<file path="config.mk">
export PLATFORM = sky130hd
export DESIGN_NAME = arcade_input_mux
export DESIGN_NICKNAME = d
export VERILOG_FILES = /design/src/rtl/arcade_input_mux.sv
export SDC_FILE = /design/constraint.sdc
export NUM_CORES = 1
export LEC_CHECK = 0
export BUFFER_PORTS_ARGS = -buffer_cell sky130_fd_sc_hd__buf_2
export CAP_MARGIN = 10
export CORE_AREA = 2 2 120 122
export CTS_CLUSTER_SIZE = 28
export DETAILED_ROUTE_END_ITERATION = 10
export DIE_AREA = 0 0 122 124
export GPL_ROUTABILITY_DRIVEN = 0
export PLACE_DENSITY_LB_ADDON = 0.3
export SLEW_MARGIN = 40
export SYNTH_ARGS = -nofsm -noshare
export SYNTH_HDL_FRONTEND = slang
export SYNTH_SLANG_ARGS = --single-unit
</file>
<file path="constraint.sdc">
create_clock -name clk_49m -period 3.6 [get_ports clk_49m]
set_input_delay 0.36 -clock clk_49m [delete_from_list [all_inputs] [get_ports clk_49m]]
set_output_delay 0.36 -clock clk_49m [all_outputs]
set_load 0.1 [all_outputs]
</file>
<file path="src/rtl/arcade_input_mux.sv">
// arcade_input_mux: player-input front end for arcade cores.
// Merges PS/2 keyboard keys and per-player HPS joysticks into registered,
// active-low player controls. Stretches coin pulses to at least COIN_MIN
// clocks and captures the DIP-switch bank from the ioctl stream (index 254).
//
// Ports:
//   clk_49m      system clock
//   reset        synchronous, active-high
//   ps2_key      [10] event toggle, [9] pressed, [8] extended, [7:0] scancode
//   joystick     player p in [16p+15:16p]: 0 R, 1 L, 2 D, 3 U, 4.. buttons,
//                4+BUTTONS start, 5+BUTTONS coin
//   ioctl_*      HPS download stream; DIP bytes arrive on index 254
//   autofire_en  per-player autofire request on button 0
//   joy_n        {R,L,D,U} per player, active-low
//   btn_n        fire buttons, active-low
//   start_n      start per player, active-low
//   coin_n       stretched coin per player, active-low
//   service_n    service key, active-low
//   dip_sw       inverted stored DIP bytes, byte k in [8k+7:8k]
//
// Optional feature: define ARCADE_AUTOFIRE_EN to build per-player autofire
// on button 0; without it autofire_en is ignored.
module arcade_input_mux #(
  parameter int unsigned PLAYERS      = 2,
  parameter int unsigned BUTTONS      = 3,
  parameter int unsigned DIP_BYTES    = 8,
  parameter logic [15:0] COIN_MIN     = 16'd49152,
  parameter logic [19:0] AUTOFIRE_DIV = 20'd409600
) (
  input  logic                         clk_49m,
  input  logic                         reset,
  input  logic [10:0]                  ps2_key,
  input  logic [PLAYERS*16-1:0]        joystick,
  input  logic                         ioctl_wr,
  input  logic [7:0]                   ioctl_index,
  input  logic [24:0]                  ioctl_addr,
  input  logic [7:0]                   ioctl_dout,
  input  logic [PLAYERS-1:0]           autofire_en,
  output logic [PLAYERS*4-1:0]         joy_n,
  output logic [PLAYERS*BUTTONS-1:0]   btn_n,
  output logic [PLAYERS-1:0]           start_n,
  output logic [PLAYERS-1:0]           coin_n,
  output logic                         service_n,
  output logic [DIP_BYTES*8-1:0]       dip_sw
);

  localparam int unsigned CNT_W = 16;
  localparam int unsigned AF_W  = 20;

  // ---------------------------------------------------------------
  // Keyboard decode
  // ---------------------------------------------------------------
  logic       toggle_q;
  logic       key_evt;
  logic [1:0] key_idx;
  logic       hit_dir, hit_btn, hit_start, hit_coin, hit_svc;

  assign key_evt = ps2_key[10] ^ toggle_q;

  // Scancode to key group and index within the group; extended bit ignored
  always_comb begin
    hit_dir   = 1'b0;
    hit_btn   = 1'b0;
    hit_start = 1'b0;
    hit_coin  = 1'b0;
    hit_svc   = 1'b0;
    key_idx   = 2'd0;
    case (ps2_key[7:0])
      8'h75: begin hit_dir   = 1'b1; key_idx = 2'd0; end
      8'h72: begin hit_dir   = 1'b1; key_idx = 2'd1; end
      8'h6B: begin hit_dir   = 1'b1; key_idx = 2'd2; end
      8'h74: begin hit_dir   = 1'b1; key_idx = 2'd3; end
      8'h14: begin hit_btn   = 1'b1; key_idx = 2'd0; end
      8'h11: begin hit_btn   = 1'b1; key_idx = 2'd1; end
      8'h29: begin hit_btn   = 1'b1; key_idx = 2'd2; end
      8'h12: begin hit_btn   = 1'b1; key_idx = 2'd3; end
      8'h16: begin hit_start = 1'b1; key_idx = 2'd0; end
      8'h1E: begin hit_start = 1'b1; key_idx = 2'd1; end
      8'h26: begin hit_start = 1'b1; key_idx = 2'd2; end
      8'h25: begin hit_start = 1'b1; key_idx = 2'd3; end
      8'h2E: begin hit_coin  = 1'b1; key_idx = 2'd0; end
      8'h36: begin hit_coin  = 1'b1; key_idx = 2'd1; end
      8'h3D: begin hit_coin  = 1'b1; key_idx = 2'd2; end
      8'h3E: begin hit_coin  = 1'b1; key_idx = 2'd3; end
      8'h46: hit_svc = 1'b1;
      default: ;
    endcase
  end

  // Key latches; only indices that exist for this configuration are kept
  logic [3:0]         key_dir;   // {R,L,D,U}
  logic [BUTTONS-1:0] key_btn;
  logic [PLAYERS-1:0] key_start;
  logic [PLAYERS-1:0] key_coin;
  logic               key_svc;

  always_ff @(posedge clk_49m) begin
    // Toggle copy tracks the input in reset too, so no event follows reset
    toggle_q <= ps2_key[10];
    if (reset) begin
      key_dir   <= '0;
      key_btn   <= '0;
      key_start <= '0;
      key_coin  <= '0;
      key_svc   <= 1'b0;
    end else if (key_evt) begin
      if (hit_dir) key_dir[key_idx] <= ps2_key[9];
      for (int b = 0; b < BUTTONS; b++)
        if (hit_btn && key_idx == 2'(b)) key_btn[b] <= ps2_key[9];
      for (int p = 0; p < PLAYERS; p++) begin
        if (hit_start && key_idx == 2'(p)) key_start[p] <= ps2_key[9];
        if (hit_coin  && key_idx == 2'(p)) key_coin[p]  <= ps2_key[9];
      end
      if (hit_svc) key_svc <= ps2_key[9];
    end
  end

  // ---------------------------------------------------------------
  // Keyboard / joystick merge (active-high)
  // ---------------------------------------------------------------
  logic [PLAYERS*4-1:0]       dir_m;
  logic [PLAYERS*BUTTONS-1:0] btn_m;
  logic [PLAYERS-1:0]         start_m;
  logic [PLAYERS-1:0]         coin_m;

  // Arrows and buttons from the keyboard go to player 0 only
  always_comb begin
    dir_m   = '0;
    btn_m   = '0;
    start_m = '0;
    coin_m  = '0;
    for (int p = 0; p < PLAYERS; p++) begin
      dir_m[4*p+0] = joystick[16*p+3];
      dir_m[4*p+1] = joystick[16*p+2];
      dir_m[4*p+2] = joystick[16*p+1];
      dir_m[4*p+3] = joystick[16*p+0];
      for (int b = 0; b < BUTTONS; b++)
        btn_m[p*BUTTONS+b] = joystick[16*p+4+b];
      start_m[p] = joystick[16*p+4+BUTTONS] | key_start[p];
      coin_m[p]  = joystick[16*p+5+BUTTONS] | key_coin[p];
    end
    dir_m[3:0]         = dir_m[3:0] | key_dir;
    btn_m[BUTTONS-1:0] = btn_m[BUTTONS-1:0] | key_btn;
  end

  // ---------------------------------------------------------------
  // Autofire on button 0
  // ---------------------------------------------------------------
  logic [PLAYERS*BUTTONS-1:0] btn_eff;

`ifdef ARCADE_AUTOFIRE_EN
  logic [AF_W-1:0]    af_cnt [PLAYERS];
  logic [PLAYERS-1:0] af_phase;   // 1 = forced-release half period
  logic [PLAYERS-1:0] af_hold;

  always_comb begin
    af_hold = '0;
    btn_eff = btn_m;
    for (int p = 0; p < PLAYERS; p++) begin
      af_hold[p] = btn_m[p*BUTTONS] & autofire_en[p];
      btn_eff[p*BUTTONS] = btn_m[p*BUTTONS] & ~(af_hold[p] & af_phase[p]);
    end
  end

  // Phase counter idles at zero whenever not held, so each press starts pressed
  always_ff @(posedge clk_49m) begin
    if (reset) begin
      af_phase <= '0;
      for (int p = 0; p < PLAYERS; p++) af_cnt[p] <= '0;
    end else begin
      for (int p = 0; p < PLAYERS; p++) begin
        if (!af_hold[p]) begin
          af_cnt[p]   <= '0;
          af_phase[p] <= 1'b0;
        end else if (af_cnt[p] == AUTOFIRE_DIV - AF_W'(1)) begin
          af_cnt[p]   <= '0;
          af_phase[p] <= ~af_phase[p];
        end else begin
          af_cnt[p] <= af_cnt[p] + AF_W'(1);
        end
      end
    end
  end
`else
  assign btn_eff = btn_m;
`endif

  // ---------------------------------------------------------------
  // Coin stretcher
  // ---------------------------------------------------------------
  logic [PLAYERS-1:0] coin_q, coin_prev;
  logic [CNT_W-1:0]   coin_cnt     [PLAYERS];
  logic [CNT_W-1:0]   coin_cnt_nxt [PLAYERS];
  logic [PLAYERS-1:0] coin_busy;

  // Output uses the next count so the low time is exactly COIN_MIN clocks
  always_comb begin
    coin_busy = '0;
    for (int p = 0; p < PLAYERS; p++) begin
      if (coin_q[p] && !coin_prev[p])
        coin_cnt_nxt[p] = COIN_MIN;
      else if (coin_cnt[p] != '0)
        coin_cnt_nxt[p] = coin_cnt[p] - CNT_W'(1);
      else
        coin_cnt_nxt[p] = '0;
      coin_busy[p] = coin_q[p] | (coin_cnt_nxt[p] != '0);
    end
  end

  always_ff @(posedge clk_49m) begin
    if (reset) begin
      coin_q    <= '0;
      coin_prev <= '0;
      for (int p = 0; p < PLAYERS; p++) coin_cnt[p] <= '0;
    end else begin
      coin_q    <= coin_m;
      coin_prev <= coin_q;
      for (int p = 0; p < PLAYERS; p++) coin_cnt[p] <= coin_cnt_nxt[p];
    end
  end

  // ---------------------------------------------------------------
  // Output registers
  // ---------------------------------------------------------------
  always_ff @(posedge clk_49m) begin
    if (reset) begin
      joy_n     <= '1;
      btn_n     <= '1;
      start_n   <= '1;
      coin_n    <= '1;
      service_n <= 1'b1;
    end else begin
      joy_n     <= ~dir_m;
      btn_n     <= ~btn_eff;
      start_n   <= ~start_m;
      coin_n    <= ~coin_busy;
      service_n <= ~key_svc;
    end
  end

  // ---------------------------------------------------------------
  // DIP bank: stored inverted, powers up all-ones, untouched by reset
  // ---------------------------------------------------------------
  logic [DIP_BYTES*8-1:0] dip_inv = '1;
  logic                   dip_wr;

  assign dip_wr = ioctl_wr && (ioctl_index == 8'd254) &&
                  (ioctl_addr < 25'(DIP_BYTES));

  always_ff @(posedge clk_49m) begin
    for (int k = 0; k < DIP_BYTES; k++)
      if (dip_wr && ioctl_addr == 25'(k)) dip_inv[8*k +: 8] <= ~ioctl_dout;
  end

  assign dip_sw = dip_inv;

  // Inputs that carry no function in this configuration
  logic unused_sig;
  assign unused_sig = ^{ps2_key[8], joystick, autofire_en};

endmodule

</file>
# Yosys cells after proc, flatten, opt, wreduce, memory -nomap -nowiden
# Memories as Yosys holds them, arrays and structs flattened.
# Index checks and enable logic that the tools add are counted.
# W data, S select, Z words.
# word_totals
inputBits	89
register_bits	100
word_cells	137
out_inout_bits	83
ramBits	32
memories	1
# memory_table
memory	words	width	rd	rd_clocked_by_memory_dff	write_ports	line	source
coin_cnt	2	16	2	0	2	192	logic [CNT_W-1:0] coin_cnt [PLAYERS];
# op_classes
n_eq_ne	27
reduce_logical	44
muxes	18
bitwise_logic	17
addsub	2
order_cmp	3
# op_table
op	count
$eq A25 B3 Y1 const B	4
$mux W16	6
$reduce_bool A16 Y1	4
$eq A8 B6 Y1 const B	7
$eq A25 B2 Y1 const B	2
$eq A8 B5 Y1 const B	5
$eq A8 B7 Y1 const B	5
$sub A16 B1 Y16 const B	2
$reduce_or A4 Y1	7
$eq A25 B1 Y1 const B	1
$logic_not A25 Y1	1
$lt A25 B4 Y1 const B	1
$logic_and A1 B1 Y1	20
$reduce_and A2 Y1	9
$not A8 Y8	2
$mux W1	9
$eq A8 B8 Y1 const B	1
$or A1 B1 Y1	8
$not A6 Y6	1
$pmux W2 S3	1
$bwmux W4	1
$not A2 Y2	2
$or A4 B4 Y4	1
$lt A2 B3 Y1 const B	1
other kinds (9)	10

# Depth between registers and ports, before layout
# Gate-level depths: netlist of run 1.
# logic_depth
ltp_word	8
depth_mapped	9
mapped_depth_nobuf	8

# Worst setup path before layout of run 1
# OpenSTA, ideal clock, no wires.
# synth_path
path_kind	in2reg
startpoint	in ioctl_addr[15]
endpoint	reg dip_inv[32], in the netlist dip_sw[32] (enable)
required_time_ns	3.230
n_path_buf	0
setup_ns	0.370
slack_ns	1.183
arrival_ns	2.047
cell_stages	6
path_cell_list	or4_1 -> nor2_4 -> nand4_4 -> nor4_4 -> nand2_1 -> nor2_1
# synth_between
elab_chain_len	3
elab_cells_between_ends	4
cone_classes	order compare (1); eq/ne (1); reduce/logical (2)
# synth_lines
item	line	source
start: declaration	36	input logic [24:0] ioctl_addr,
$lt A25 B4 Y1	248	(ioctl_addr < 25'(DIP_BYTES));
$logic_and A1 B1 Y1	247	assign dip_wr = ioctl_wr && (ioctl_index == 8'd254) &&
$logic_and A1 B1 Y1 (*)	252	if (dip_wr && ioctl_addr == 25'(k)) dip_inv[8*k +: 8] <= ~ioctl_dout;
end signal: indexed assignment	252	
end: declaration	244	logic [DIP_BYTES*8-1:0] dip_inv = '1;
# Mark *: on every way between the ends. The rest lies on a longest branch, timed or not.
# A chain may end at the register's enable or synchronous reset.

# Worst setup path after layout of run 1
# layout_path
startpoint	in ioctl_addr[15]
endpoint	reg dip_inv[33], in the netlist dip_sw[33] (enable)
# The elaborated chain is that of the path after synthesis.

==> results, run 1 <==
- The flow ran to the end, and the final reports show no timing, DRC or antenna violations.
- The final count of hold timing violations came to 0.
- The count of nets left with antenna violations once routing finished came out at 0.
- The type of origin of the critical path is an input pin.
- Among all flip-flop cells after synthesis, the most frequent one is dfxtp_1.
- The clock latency reported for the late side of the worst-skew pair is about 410 ps.
- After clock tree synthesis, the clock-pin slew on the worst setup and hold paths is 60 ps.
- The clock period could shrink to roughly 2500 ps.
- For the pin with the worst max-slew slack, the measured transition is 807 ps.
- The synthesized area is 0.00528 sq mm.
- During synthesis, Yosys emitted a total of 0 warnings.
- In this run the worst hold path is classified as input pin to register.
- The library cell used most frequently in the layout, excluding fill and tap cells, is buf_2.
- Clock skew on the completed layout was measured at a little under 8 ps.
- In the routed design, unresolved DRC markers number 0.
- The number of antenna violations at the first check in global routing is 0.
- The total grt overflow is 0.
- Of all flip-flops after synthesis, the portion carrying an async set or reset was 0%.
- The signal arrival time at the worst endpoint is around 2600 ps.
- The static leakage is 2.68 nW.
- Max-cap violations in this run came to 0.
- The post-synthesis sequential area ratio is 62.2%.
- The die is 124 um tall.
- The post-synthesis register bit count is between 100 and 150.
- The largest single stage delay on the critical path is between 600 and 700 ps.
- In this run, post-CTS hold repair placed 0 buffers.
- The via count of the first global-routing pass came to 3,805.
- The worst relative slew slack is 46.0%.
- The die covers 0.0151 sq mm.
- The synthesized design contains 64 enable-type register cells.
- Leaving out fill and tap cells, the most frequent cells in the layout are buf_2, dfxtp_1, edfxtp_1.
- Counting along the longest clock path gives a buffer depth of 2.
- The count of inserted antenna diode cells is 0.
- Of all nets on the critical path, the largest fanout is 8.
- The number of filler instances in the final layout is around 1,200.
- The maximum VDD drop is 0.544 mV.
- Along the worst hold path, the cell count comes to 1.
- The first detailed-routing pass ran for 4 iterations.
- The top cell type's share of synthesized area is 36.4%.
- The finished cells cover 0.00682 sq mm.
- Setup repair after global routing left no endpoint under its margin.
- The number of different library cells used by synthesis comes to 56.
- The largest net degree at the start of global routing is between 40 and 50.
- The post-synth net total is 554.
- Of the cells placed in the final design, the portion with a size suffix greater than 1 is 31.9%.
- From left edge to right edge, the die measures roughly 120 um.
- The detailed router placed 4,027 vias in this run.
- Summed over all failing endpoints, the final setup total negative slack is 0 ps.
- The number of cells on the worst reg-to-reg path is 7.
- The gate family responsible for the most delay along the worst path is simple AND/OR/NAND/NOR gates.
- The number of nets in the layout is approximately 710.
- The total number of cells along the worst setup path is 7.
- The required time of the critical path is 3640 ps.
- The floorplan has 43 rows.
- The final layout contains routed wiring with a total length of approximately 12,000 um.
- Dividing the detail-routed via count by the number of cells gives ~5.
- By area the synthesized netlist is led by edfxtp_1, dfxtp_1, nor2_1.
- The power density normalized to cell area is 708 mW/mm^2.
- The kind of end point of the critical path is a register.
- The number of sinks on the clock net is 132.
- Clock tree synthesis selected as its root buffer the cell clkbuf_16.
- For this configuration, the core starts out at a cell density of ~38%.
- The total count of max-transition violations in the final report was 0.
- The total power is between 0.004 and 0.005 W.
- In the global route stage, overall resource usage came out at 15.9%.
- The standard cell core area is 0.0137 sq mm.
- Static timing analysis puts the maximum clock frequency at 397 MHz.
- The first-iteration detailed-routing DRC count is 233.
- The first global-routing pass estimated 18,300 um of wire.
- After technology mapping, the gate count stands at 463.
- Clock tree synthesis inserted a total of 17 buffers.
- The total setup violations reported at the end of the flow is 0.
- In the final layout, the multi-input gates occupy roughly 0.0019 sq mm.
- In this run the mean area of a mapped cell was 11.4 sq um.
- The portion of the clock cycle consumed by the worst path in the final layout is between 70 and 80%.
- Dividing the detail-routed wire length by the instance count gives 14.4 um.
- The post-CTS setup-driven buffer insertion count is 0.
- The number of I/O port buffers is 154.
- Summing all placed instances gives a cell area of around 0.0062 sq mm.
- The cell with the largest stage delay on the worst path is nor2_1.
- Summed over all instances, the cell type with the most area after synthesis is edfxtp_1.
- The HPWL after detailed placement is ~8600 um.
- The register area is 0.00328 sq mm.
- The number of buffers and inverters on the critical path is 1.
- The CTS tree is yes.
- Once layout is complete, the utilization of the core stands at 49.7%.
- For this design the top-level I/O count stands at 172.
- Post-CTS repair changed the size of 0 cells.
- The synthesis-to-layout area growth is 29.2%.
- The signal on the critical path passes through buf_2 -> or4_1 -> nor2_4 -> nand4_4 -> nor4_4 -> nand2_1 -> nor2_1.
- The H-tree level count is 4.
- Hold timing on the final database bottoms out at a slack of 75.8 ps.
- The critical path is of the input pin to register type.
==> state kept, by name (all words and copies together) (netlist names) <==
name and cells:
dip_sw 64, coin_cnt 32, joy_n 8, btn_n 6, key_dir 4, key_btn 3
coin_n 2, coin_prev 2, coin_q 2, key_coin 2, key_start 2, start_n 2
key_svc 1, service_n 1, toggle_q 1
==> power breakdown <==
group	internal [W]	total (W)	switching (W)	leakage (nW)
clock network	0.00104	0.00171	0.000670	0.287
registers	0.00173	0.00188	0.000157	1.13
logic	0.000477	0.00123	0.000756	1.26
total	0.00324	0.00482	0.00158	2.68
==> Yosys cell counts (5+ instances only) <==
master / n
a21oi_1: 18
buf_2: 5
clkbuf_1: 12
dfxtp_1: 68
edfxtp_1: 64
inv_1: 14
mux2i_1: 7
nand2_1: 18
nand2b_1: 22
nand3_1: 9
nand4_1: 6
nor2_1: 63
nor2b_1: 15
nor3_1: 19
nor4_1: 8
o21ai_0: 8
o21ai_1: 11
o21bai_1: 9
o31ai_1: 6
or3_1: 5
xnor2_1: 13
xor2_1: 8
==> per-layer routing <==
| metal | GRT usage [%] | share of wire [%] |
|---|---|---|
| met1 | 18.7 | 44 |
| met4 | 6.11 | 0.92 |
| met2 | 26.9 | 48 |
| met5 | 0 | 0 |
| met3 | 5.45 | 7.6 |
==> metrics by stage <==
| step | setup slack [ps] | instances |
|---|---|---|
| floorplan | 1180 | 463 |
| global placement | 755 | 782 |
| detailed placement | 621 | 782 |
| CTS | 1060 | 814 |
| global route | 992 | 814 |
| finish | 1080 | 814 |
==> worst register-to-register path: stages, from the launching register on <==
cell	delay, ps
dfxtp_1	340
inv_1	100
ha_1	200
nor3b_2	320
nand4_1	280
o21ai_2	560
a31oi_1	80
nor2_1	130
==> layout make-up <==
class                           count  share of cell area, %
Clock buffer                       17                   6.24
Clock inverter                     15                   2.46
Inverter                           15                  0.826
Multi-Input combinational cell    299                   27.5
Sequential cell                   132                   48.2
Tap cell                          180                   3.30
Timing Repair Buffer              156                   11.5
==> kinds of logic (layout without fill, tap and decap cells) <==
| family | count (synthesis) | after routing | share of synthesized area, % |
|---|---|---|---|
| muxes | 7 | 7 | 1.33 |
| adders and majority gates | 2 | 2 | 0.474 |
| xor gates and xnor gates | 21 | 21 | 3.49 |
| and+or+nand+nor | 200 | 200 | 21.5 |
| DFF | 132 | 132 | 62.2 |
| AOI/OAI and AO/OA | 69 | 69 | 8.54 |
| buffers and inverters | 32 | 203 | 2.40 |
==> final timing paths <==
path / slack [ps] / startpoint / endpoint
worst max-delay path: 1080 / ioctl_addr[15] / dip_sw[33]
worst min-delay path: 80 / ps2_key[10] / toggle_q
worst max register to register: 1540 / coin_cnt[0][0] / coin_n[0]
worst min register to register: 400 / key_svc / service_n
Note: power is estimated with default switching activity, not from simulation.
==> inputs of run 2 (changes only) <==
clock period = 2.2 ns   (was 3.6 ns; I/O delays follow)
==> run 2 against run 1 <==
Net effect: first-iteration DRC count is 3.4% lower; die area stayed put; clock skew is 1.1 ps lower; clock power up 64%; via count increased by 4.1%; design area up 4.2%; critical path type unchanged; critical endpoint is now dip_sw[23].
==> results, run 2 (synthesized netlist as in run 1, its figures left out) <==
- Status: complete, no violations (unchanged).
- In the finished design, the share of the clock period the worst path needs comes to 89.1%.
- The number of antenna violations at the first check in global routing is 0 (unchanged).
- The via count of the first global-routing pass was 3,945 (was 3,805).
- The number of sinks on the clock net came to 132 (unchanged).
- The first-pass GRT wire length is 19,200 um (was 18,300 um).
- The worst relative slew slack is 57.0% (was 46.0%).
- The cell with the largest stage delay on the worst path is or4_1 (was nor2_1).
- The number of flip-flops in the largest register came to 64 (unchanged).
- The die footprint is 0.0151 sq mm (unchanged).
- The largest net degree at the start of global routing is 26 (was 43).
- Most frequent cells in the layout: buf_2, dfxtp_1, edfxtp_1 (unchanged).
- The final count of hold timing violations is 0 (unchanged).
- The total negative slack was 0 ps (unchanged).
- The clock skew after layout is 6.78 ps (was 7.88 ps).
- The total power is 0.00804 W (was 0.00482 W).
- The HPWL after detailed placement was 8860 um (was 8630 um).
- The first-iteration detailed-routing DRC count is 225 (was 233).
- The maximum fanout encountered on the critical timing path was 8 (unchanged).
- The floorplan die height is 124 um (unchanged).
- The transition time of the tightest slew-check pin is 639 ps (was 807 ps).
- The post-CTS clock slew at the launch and capture registers of the worst setup and hold paths is 60 ps (about the same).
- The total setup violations reported at the end of the flow was 0 (unchanged).
- The number of filler instances in the final layout came to 1,221 (was 1,231).
- The initial cell density of the core is 38.4% (unchanged).
- The leading cell type in the layout, fill and taps excluded is buf_2 (unchanged).
- The number of buffers added by the clock tree synthesis step came to 17 (unchanged).
- The number of cells in the finished layout apart from fillers is 845 (was 814).
- The number of placement rows is 43 (unchanged).
- The type of origin of the critical path is an input pin (unchanged).
- The static leakage was 2.84 nW (was 2.68 nW).
- The count of cells along the worst hold path is 2 (was 1).
- The I/O pin count is 172 (unchanged).
- The remaining antenna violation count is 0 (unchanged).
- The total routing resource utilization after global routing is 16.8% (was 15.9%).
- The average routed wire per standard cell is 14.7 um (was 14.4 um).
- The required time of the critical path is 2330 ps (was 3640 ps).
- The share of layout cells above drive strength 1 is 33.1% (was 31.9%).
- The post-place instance area is 0.00637 sq mm (was 0.00622 sq mm).
- The count of maximum capacitance violations came to 0 (unchanged).
- The longest individual stage delay on the worst path was 580 ps (was 660 ps).
- The H-tree level count was 4 (unchanged).
- Ordered cell list for the critical path: buf_2 -> or4_1 -> nor2_4 -> nand4_4 -> nor4_4 -> nand2b_2 -> nor3_4 -> buf_12 (was buf_2 -> or4_1 -> nor2_4 -> nand4_4 -> nor4_4 -> nand2_1 -> nor2_1).
- The count of inserted antenna diode cells is 0 (unchanged).
- The total non-filler cell area in the finished layout was 0.00710 sq mm (was 0.00682 sq mm).
- The number of I/O port buffers was 154 (unchanged).
- Based on the critical path, the design can be clocked at up to 510 MHz.
- The count of unresolved DRC violations after routing was 0 (unchanged).
- The sum of routed wire length over all layers is 12,500 um (was 11,700 um).
- The final cell utilization of the core is 51.8% (was 49.7%).
- The master cell of the clock root buffer is clkbuf_16 (unchanged).
- The class of the tightest hold or removal check is input pin to register (unchanged).
- The total grt overflow is 0 (unchanged).
- The total vias in the final route is 4,194 (was 4,027).
- The post-placement cell count is 800 (was 782).
- RSZ-0062 raised after global routing: no (unchanged).
- The total count of max-transition violations in the final report is 0 (unchanged).
- The kind of end point of the critical path is a register (unchanged).
- The maximum VDD drop is 0.663 mV (was 0.544 mV).
- The signal arrival time at the worst endpoint is 2090 ps (was 2560 ps).
- The clock latency reported for the late side of the worst-skew pair is 420 ps (was 410 ps).
- The category of the most critical setup path is input pin to register (unchanged).
- The detail-routed via count per cell came to 4.96 (was 4.95).
- The CTS tree is yes (unchanged).
- The cell depth of the worst flop-to-flop path was 6 (was 7).
- The standard cell core area was 0.0137 sq mm (unchanged).
- The worst path in the final design needs a cycle of 1960 ps, including I/O delays and setup.
- The number of iterations in the first detailed-routing pass is 4 (unchanged).
- The chip width is 122 um (unchanged).
- The synthesis-to-layout area growth is 34.6% (was 29.2%).
- The power density normalized to cell area is 1130 mW/mm^2 (was 708 mW/mm^2).
- The number of nets in the layout is 743 (was 712).
- The largest buffer count on any clock path was 2 (unchanged).
run 2: cell types whose count changed in the layout (fill, tap and decap cells not counted):
cell	change
nor4_2	+1
nor4_1	-1
dlygate4sd3_1	+13
nor3_2	-1
o21ai_1	+1
clkinv_4	+2
inv_6	+1
inv_8	-1
o21ai_2	-1
clkinvlp_4	-2
nor3_4	+1
buf_12	+1
buf_4	+17
run 2: timing repair:
action | 4_1_cts | 5_1_grt
hold buffers | 13 | 0
hold endpoints to repair | 13 | 0
buffers inserted | 0 | 0
endpoints found under the setup margin | 0 | 1
resized for setup | 0 | 1
run 2: power breakdown:
| part | switching (W) | internal [W] |
|---|---|---|
| Clock | 0.00111 | 0.00170 |
| Sequential | 0.000256 | 0.00282 |
| Combinational | 0.00126 | 0.000894 |
| Total | 0.00263 | 0.00541 |
run 2: area by class of cell:
class | instances | area [sq um] | share of cell area [%]
inverters | 15 | 56.3 | 0.793
clock inverters | 15 | 168 | 2.36
multi-input cells | 299 | 1880 | 26.5
well taps | 180 | 225 | 3.17
clock buffers | 17 | 425 | 5.99
flip-flops and latches | 132 | 3280 | 46.2
repair buffers | 187 | 1060 | 15.0
run 2: critical path, delay by kind of cell:
kind,cells,cell delay (ps)
and+or+nand+nor,6,1630
buffers and inverters,2,240
run 2: worst paths after layout:
check                      start    endpoint  slack (ps)
setup / recovery  ioctl_addr[15]  dip_sw[23]         240
hold / removal      joystick[17]    joy_n[6]           6
hold reg to reg          key_svc   service_n         400
setup reg to reg  coin_cnt[0][1]   coin_n[0]         250
run 2: through the flow:
step / worst slack [ps] / hold WS, ps
after global placement: -142 / 349
final: 240 / 6.06
after global routing: 24.2 / 9.31
after CTS: 216 / 5.87
after detailed placement: -193 / 358
after floorplan: -77.0 / 248
run 2: per-layer routing:
layer	vias up	GRT usage, %	wire length (um)
met5	-	0	0
met4	0	7.26	250
met3	20	4.53	904
met2	168	28.5	6050
met1	1955	20.2	5260
li1	2051	-	-
